## src/rtl/vx_tex_sampler.sv

```systemverilog
// Texture filter: unpacks four texels per lane to RGBA8888 and blends bilinearly or passes texel 0; 3-cycle latency.
// Backpressure: every stage holds while rsp_valid & ~rsp_ready, and req_ready = ~stall. Option macro: TEX_SAMPLER_PERF_EN.
module vx_tex_sampler #(
   parameter int REQ_INFOW = 1,
   parameter int NUM_LANES = 1,
   parameter int FRAC_BITS = 8
) (
   input  logic                             clk,
   input  logic                             reset,
   input  logic                             req_valid,
   input  logic [NUM_LANES-1:0]             req_mask,
   input  logic [1:0]                       req_format,
   input  logic                             req_filter,
   input  logic [NUM_LANES*2*FRAC_BITS-1:0] req_blends,
   input  logic [NUM_LANES*4*32-1:0]        req_data,
   input  logic [REQ_INFOW-1:0]             req_info,
   output logic                             req_ready,
   output logic                             rsp_valid,
   output logic [NUM_LANES-1:0]             rsp_mask,
   output logic [NUM_LANES*32-1:0]          rsp_data,
   output logic [REQ_INFOW-1:0]             rsp_info,
   input  logic                             rsp_ready
`ifdef TEX_SAMPLER_PERF_EN
   ,
   output logic [31:0]                      perf_stalls
`endif
);

   localparam int LW = 9 + FRAC_BITS;

   function automatic logic [31:0] f_unpack(input logic [1:0] fmt, input logic [31:0] x);
      case (fmt)
         2'd0:    return x;
         2'd1:    return {8'hFF, x[4:0], x[4:2], x[10:5], x[10:9], x[15:11], x[15:13]};
         2'd2:    return {x[3:0], x[3:0], x[7:4], x[7:4], x[11:8], x[11:8], x[15:12], x[15:12]};
         default: return {8'hFF, x[7:0], x[7:0], x[7:0]};
      endcase
   endfunction

   // Rounded fixed-point blend; f=0 yields p exactly, so point sampling reuses this path with zero weights.
   function automatic logic [7:0] f_lerp8(input logic [7:0] p, input logic [7:0] q,
                                          input logic [FRAC_BITS-1:0] f);
      logic [LW-1:0] w_sum;
      w_sum = LW'(p) * (LW'(2**FRAC_BITS) - LW'(f)) + LW'(q) * LW'(f) + LW'(2**(FRAC_BITS-1));
      return w_sum[FRAC_BITS +: 8];
   endfunction

   function automatic logic [31:0] f_lerp32(input logic [31:0] p, input logic [31:0] q,
                                            input logic [FRAC_BITS-1:0] f);
      logic [31:0] w_res;
      for (int c = 0; c < 4; c++)
         w_res[c*8 +: 8] = f_lerp8(p[c*8 +: 8], q[c*8 +: 8], f);
      return w_res;
   endfunction

   logic                                             w_stall;
   logic [NUM_LANES-1:0][3:0][31:0]                  w_unp;
   logic [NUM_LANES-1:0][31:0]                       w_top;
   logic [NUM_LANES-1:0][31:0]                       w_bot;
   logic [NUM_LANES-1:0][FRAC_BITS-1:0]              w_v;
   logic [NUM_LANES-1:0][31:0]                       w_out;

   logic                                             r_s0_vld;
   logic [NUM_LANES-1:0]                             r_s0_mask;
   logic [REQ_INFOW-1:0]                             r_s0_info;
   logic                                             r_s0_filter;
   logic [NUM_LANES-1:0][1:0][FRAC_BITS-1:0]         r_s0_bl;
   logic [NUM_LANES-1:0][3:0][31:0]                  r_s0_tex;

   logic                                             r_s1_vld;
   logic [NUM_LANES-1:0]                             r_s1_mask;
   logic [REQ_INFOW-1:0]                             r_s1_info;
   logic                                             r_s1_filter;
   logic [NUM_LANES-1:0][FRAC_BITS-1:0]              r_s1_v;
   logic [NUM_LANES-1:0][31:0]                       r_s1_top;
   logic [NUM_LANES-1:0][31:0]                       r_s1_bot;

   logic                                             r_rsp_vld;
   logic [NUM_LANES-1:0]                             r_rsp_mask;
   logic [REQ_INFOW-1:0]                             r_rsp_info;
   logic [NUM_LANES-1:0][31:0]                       r_rsp_data;

   assign w_stall   = r_rsp_vld & ~rsp_ready;
   assign req_ready = ~w_stall;
   assign rsp_valid = r_rsp_vld;
   assign rsp_mask  = r_rsp_mask;
   assign rsp_info  = r_rsp_info;
   assign rsp_data  = r_rsp_data;

   always_comb begin
      for (int l = 0; l < NUM_LANES; l++)
         for (int t = 0; t < 4; t++)
            w_unp[l][t] = f_unpack(req_format, req_data[(l*4+t)*32 +: 32]);
   end

   always_comb begin
      for (int l = 0; l < NUM_LANES; l++) begin
         w_top[l] = f_lerp32(r_s0_tex[l][0], r_s0_tex[l][1], r_s0_filter ? r_s0_bl[l][0] : '0);
         w_bot[l] = f_lerp32(r_s0_tex[l][2], r_s0_tex[l][3], r_s0_filter ? r_s0_bl[l][0] : '0);
         w_v[l]   = r_s0_filter ? r_s0_bl[l][1] : '0;
      end
   end

   // Inactive lanes are zeroed on the way out; their mask bit still travels unchanged.
   always_comb begin
      for (int l = 0; l < NUM_LANES; l++)
         w_out[l] = r_s1_mask[l] ? f_lerp32(r_s1_top[l], r_s1_bot[l], r_s1_v[l]) : 32'h0;
   end

   always_ff @(posedge clk or posedge reset) begin
      if (reset) begin
         r_s0_vld    <= 1'b0;
         r_s0_mask   <= '0;
         r_s0_info   <= '0;
         r_s0_filter <= 1'b0;
         r_s0_bl     <= '0;
         r_s0_tex    <= '0;
         r_s1_vld    <= 1'b0;
         r_s1_mask   <= '0;
         r_s1_info   <= '0;
         r_s1_filter <= 1'b0;
         r_s1_v      <= '0;
         r_s1_top    <= '0;
         r_s1_bot    <= '0;
         r_rsp_vld   <= 1'b0;
         r_rsp_mask  <= '0;
         r_rsp_info  <= '0;
         r_rsp_data  <= '0;
      end else if (!w_stall) begin
         r_s0_vld    <= req_valid;
         r_s0_mask   <= req_mask;
         r_s0_info   <= req_info;
         r_s0_filter <= req_filter;
         r_s0_bl     <= req_blends;
         r_s0_tex    <= w_unp;
         r_s1_vld    <= r_s0_vld;
         r_s1_mask   <= r_s0_mask;
         r_s1_info   <= r_s0_info;
         r_s1_filter <= r_s0_filter;
         r_s1_v      <= w_v;
         r_s1_top    <= w_top;
         r_s1_bot    <= w_bot;
         r_rsp_vld   <= r_s1_vld;
         r_rsp_mask  <= r_s1_mask;
         r_rsp_info  <= r_s1_info;
         r_rsp_data  <= w_out;
      end
   end

`ifdef TEX_SAMPLER_PERF_EN
   logic [31:0] r_perf_stalls;

   always_ff @(posedge clk or posedge reset) begin
      if (reset)
         r_perf_stalls <= '0;
      else if (w_stall && (r_perf_stalls != 32'hFFFF_FFFF))
         r_perf_stalls <= r_perf_stalls + 32'd1;
   end

   assign perf_stalls = r_perf_stalls;
`endif

endmodule

```

## config.mk

```make
export PLATFORM = sky130hd
export DESIGN_NAME = vx_tex_sampler
export DESIGN_NICKNAME = d
export VERILOG_FILES = /design/src/rtl/vx_tex_sampler.sv
export SDC_FILE = /design/constraint.sdc
export NUM_CORES = 2
export LEC_CHECK = 0
export ABC_AREA = 1
export CORE_ASPECT_RATIO = 1.1
export CORE_UTILIZATION = 43
export DETAILED_ROUTE_END_ITERATION = 10
export DONT_BUFFER_PORTS = 1
export PLACE_DENSITY = 0.7
export SYNTH_ARGS = -nofsm -noshare
export SYNTH_HDL_FRONTEND = slang
export SYNTH_SLANG_ARGS = --single-unit
```

## constraint.sdc

```tcl
create_clock -name clk -period 10.7 [get_ports clk]
set_input_delay 2.14 -clock clk [delete_from_list [all_inputs] [get_ports clk]]
set_output_delay 2.14 -clock clk [all_outputs]
set_load 0.02 [all_outputs]
```

# Word-level counts from Yosys, hierarchy flattened
# Index checks and enable logic that the tools add are counted.
dict set report op_classes {
  n_addsub 26
  mul 24
  n_eq_ne 2
  mux 7
  bitwise_logic 3
  n_reduce_logical 1
}
# cell count
set ops {}
lappend ops {{$pmux 32 s3} 4}
lappend ops {{$add 16x16->16} 12}
lappend ops {{$add 16x8->16 const B} 12}
lappend ops {{$mul 8x8->16} 12}
lappend ops {{$mul 8x17->16} 10}
lappend ops {{$mul 9x10->16} 2}
lappend ops {{$mux 32} 1}
lappend ops {{$sub 9x8->10 const A} 2}
lappend ops {{$mux 8} 2}
lappend ops {{$eq 2x1->1 const B} 1}
lappend ops {{$eq 2x2->1 const B} 1}
lappend ops {{$logic_not 2->1} 1}
lappend ops {{$not 1->1} 2}
lappend ops {{$and 1x1->1} 1}
dict set report totals {
  ff_bits 258
  input_bits 153
  output_inout_bits 36
  wordCells 83
}

# Depth between registers and ports, before layout
dict set report depth {
  depth_word 5
  ltp_mapped 34
  ltp_nobuf 31
}

# Worst setup path after synthesis
# OpenSTA, ideal clock, no wires.
dict set report synth_timing {
  kind {reg2reg}
  start {reg r_s0_filter}
  end {reg r_s1_top[8] (netlist name)}
  setup_time_ns 0.130
  t_arrival_ns 6.238
  t_required_ns 10.570
  path_slack_ns 4.332
  path_stages_with_launch 30
  path_buffers 5
  synth_period_minus_slack_ns 6.368
  cell_sequence {dfrtp_1 buf_6 nand2_4 buf_6 clkbuf_1 ha_1 nand3_2 xor2_4 inv_2 buf_2 buf_2 nor2_1 fa_1 inv_1 fa_1 fa_1 inv_1 fa_1 fa_1 inv_1 fa_1 inv_1 ha_1 a21oi_1 o21ai_0 inv_1 nand2_1 or2_2 nand3_1 o21ai_0}
}
dict set report synth_via {
  elab_chain_len 5
  elab_cells_between_ends 6
  cone_classes {add/sub: 3; mul: 2; mux: 1}
}
# element line_no
set synth_rtl {}
lappend synth_rtl {{from (decl)} 66} ;# logic r_s0_filter;
lappend synth_rtl {{from (signal assigned)} 133} ;# r_s0_filter <= req_filter;
lappend synth_rtl {{$mux 8 *} 98} ;# w_top[l] = f_lerp32(r_s0_tex[l][0], r_s0_tex[l][1], r_s0_filter ? r_s0_bl[l][0] : '0);
lappend synth_rtl {{$sub 9x8->10} 44} ;# w_sum = LW'(p) * (LW'(2**FRAC_BITS) - LW'(f)) + LW'(q) * LW'(f) + LW'(2**(FRAC_BITS-1));
lappend synth_rtl {{$mul 8x17->16} 44}
lappend synth_rtl {{$add 16x16->16 *} 44}
lappend synth_rtl {{$add 16x8->16 *} 44}
lappend synth_rtl {{to (signal assigned)} 141} ;# r_s1_top <= w_top;
lappend synth_rtl {{to (decl)} 75} ;# logic [NUM_LANES-1:0][31:0] r_s1_top;
# Mark *: on every way between the ends. The rest lies on a longest branch, timed or not.
# A chain may end at the register's enable or synchronous reset.

# Worst setup path after layout
dict set report layout_timing {
  start {reg r_s0_filter}
  end {reg r_s1_top[16] (netlist name)}
}
# Same word-level chain as after synthesis.

==> metrics.txt <==
sequential fraction of the synthesis area=roughly a tenth; highest clock rate=approximately 110 MHz; number of buffers inserted during clock tree synthesis=40; final net count=10800; share of the synthesized netlist area taken by xor and xnor gates=0.380%; die height=417 microns; critical path peak fanout=34; depth of the most critical reg-to-reg path=26; Final Cycle Share=between 80% and 90%; launch point of the critical path=r_s0_filter; element type at the critical path end=flop; data required time at the worst endpoint=~11 ns; Post-synth EDFFs=0; post-synth net total=11000; number of ports placed on the die boundary=approximately 190; total negative slack=0 ns; fraction of the mapped netlist area in compound gates=4.96%; all-layer global routing usage=27.9%; H-Tree Level Count=2; initial antenna violation count=10; post-synthesis cell type with the largest combined area=fa_1; number of iterations in the first detailed-routing pass=5; post-detailed-placement half-perimeter wirelength=~170 mm; Critical Path AT=~9.2 ns; WS Path Type=flop to flop; x dimension of the die=~380 microns; combinational family with the most area after synthesis=adder cells; hold-fix buffers at CTS=0; fraction of registers with async set or reset after synthesis=between 90% and 100%; clock latency at the later pin of the worst-skew pair=between 0.6 and 0.7 ns; predominant post-synthesis flop cell=dfrtp_1; CTS Sinks=258; fraction of layout cells with a size suffix above 1=2.40%; routed via count divided by cell count=around 5.3; maximum buffer depth of the clock tree=3; FILL cells=roughly 15000; path category of the worst min-delay check=flop to flop; tightest slew margin relative to the limit=approximately 17%; max-slew violation count=0; number of warnings printed during yosys synthesis=0; number of setup buffers added after CTS=0; effective utilization at floorplan=43.5%; top library cells by usage in the layout, fill and taps aside=inv_1 (2401), nand2_1 (1811), fa_1 (1200), nor2_1 (1037), ha_1 (791); final hold viol count=0; unrepaired setup endpoints after global routing=no; final global-route overflow total=0; routed len/inst=about 20 microns; multiplexer share of the synthesized area=0%; CTS tree=done; top post-synthesis cells by area=fa_1 (36%), ha_1 (15%), inv_1 (13%), nand2_1 (10%), dfrtp_1 (9.6%); worst reg-to-reg setup slack=approximately 2 ns; area growth from synthesis to layout=5.10%; worst flop-to-flop path startpoint=r_s0_filter; Via Count=about 56000; worst hold path cell count=1; Post-Place Worst Slack=~2.3 ns; clock-pin slew on the worst setup and hold paths=approximately 0.06 ns; end of the worst register-to-register path=r_s1_top[16]; slew of the pin with the lowest slew margin=roughly 1.2 ns; max_cap viols=0; outcome=finished clean; clk root buf=clkbuf_16; number of global-route vias before repair=a little under 60000; number of placement rows=approximately 150; Worst Setup Start Kind=flop; number of distinct library cells after synthesis=52; Cell Area, Synth=around 0.067 sq mm; Port Buffer Count=0; average instance area after synthesis=~7.6 sq um; share of the synthesized area in the top cell type=roughly 36%; maximum number of pins on one net before global-route repair=between 100 and 150; DRC violation count after routing=0; Synth Area in Adders=between 50% and 60%; simple logic cell fraction of the synthesized area=between 10% and 20%; first-pass GRT wire length=roughly 340 mm; Post-DRT Antenna Nets=0; detailed-route wire length=approximately 220 mm; core region area=around 0.15 sq mm; Seq cells post-synth=between 200 and 300; minimum period implied by the final worst setup slack=around 8.7 ns; most common cell after layout, fill and taps aside=inv_1; post-route worst setup slack=slightly below 2 ns; worst-case clock skew=0.0620 ns; final setup vio count=0; destination of the critical timing path=r_s1_top[16]; weighted congestion reported at the end of routability-driven placement=~0.99; Die Footprint=around 0.16 sq mm; First DRT Iteration DRCs=5087; post-cts repair resize count=0; instance count of the mapped netlist=8806
worst max-delay path, stage by stage (launching register included):
cell and delay (ns):
dfrtp_1 1.12, nand2_2 0.07, buf_4 0.39, inv_2 0.12
buf_4 0.51, nand2_1 0.13, nand2_2 0.73, inv_1 0.66
buf_4 0.41, nand2_1 0.11, fa_1 0.41, inv_1 0.09
ha_1 0.25, fa_1 0.49, fa_1 0.50, fa_1 0.48
inv_1 0.05, fa_1 0.47, inv_1 0.04, ha_1 0.29
a21oi_1 0.24, o21ai_0 0.16, inv_1 0.08, nand2_1 0.09
or2_2 0.28, nand3_1 0.18, o21ai_0 0.13
metrics by stage:
stage	cell area [sq um]	instances	hold slack [ns]	utilization, %
floorplan	67200	8806	0.440	-
global placement	69200	10700	0.451	44.7
detailed placement	69200	10700	0.460	44.7
CTS	70600	10700	0.474	45.7
global route	70700	10700	0.502	45.7
finish	70700	10700	0.473	45.7
kinds of logic after synthesis:
family,count (synthesis)
AND/OR/NAND/NOR,3235
buffers and inverters,2706
adder cells (fa/ha/maj),1992
AO/OA/AOI/OAI,588
flip-flops,258
XOR/XNOR,27
sequential cells by signal (all words and copies together), names as in the netlist:
name,cells
r_s1_vld,1
rsp_mask,1
r_s0_bl,16
r_s0_vld,1
r_s1_mask,1
rsp_valid,1
r_s0_mask,1
r_s0_info,1
r_s1_v,8
r_s1_top,32
r_s1_info,1
r_s0_filter,1
rsp_data,32
r_s1_bot,32
rsp_info,1
r_s0_tex,128
how the worst min path moves through the flow:
stage / slack (ns) / to / from
2_1_floorplan: 0.44 / rsp_valid / r_s1_vld
3_3_place_gp: 0.45 / rsp_info / r_s1_info
3_5_place_dp: 0.46 / rsp_valid / r_s1_vld
4_1_cts: 0.47 / rsp_valid / r_s1_vld
5_1_grt: 0.50 / rsp_valid / r_s1_vld
6_report: 0.47 / rsp_valid / r_s1_vld
layout make-up:
type | count | area, sq um | area share, %
diodes | 8 | 20.0 | 0.0283
clock buffers | 48 | 1060 | 1.50
clock inverters | 23 | 424 | 0.600
inverters | 2423 | 9110 | 12.9
multi-input cells | 5842 | 50500 | 71.5
flip-flops and latches | 258 | 6460 | 9.14
well taps | 2065 | 2580 | 3.66
repair buffers | 62 | 490 | 0.694
per-layer routing:
layer	wire, microns	vias to the layer above	share of wire [%]	GRT usage, %
met5	272	-	0.13	1.08
met4	10400	8	4.8	11.2
met3	22900	521	11	6.23
met2	96700	2741	45	44.3
met1	86300	27700	40	36.7
li1	-	25500	-	-
synthesized netlist by cell type (4+ instances only):
cell type,number
a21o_1,5
o21ai_0,201
o21a_1,5
a211oi_1,24
ha_1,792
a21oi_1,206
a32oi_1,4
clkbuf_2,4
buf_4,6
xnor2_1,16
a22oi_1,4
o22ai_1,46
o21bai_1,17
o21ai_1,12
nor4_1,12
clkbuf_1,166
clkinv_1,5
a221oi_1,22
buf_2,61
nand4_1,45
inv_1,2403
nand2_2,6
inv_2,15
nor2_1,1040
nand3_1,197
fa_1,1200
nor2_2,22
nand2_1,1818
a2111oi_0,6
a31oi_1,24
buf_6,7
or2_2,10
xor2_1,10
nand3b_1,62
buf_1,39
dfrtp_1,258
nor3_1,9
Power is not shown: default switching activity piles up to over one toggle a cycle in this logic, so the estimate is an artifact.
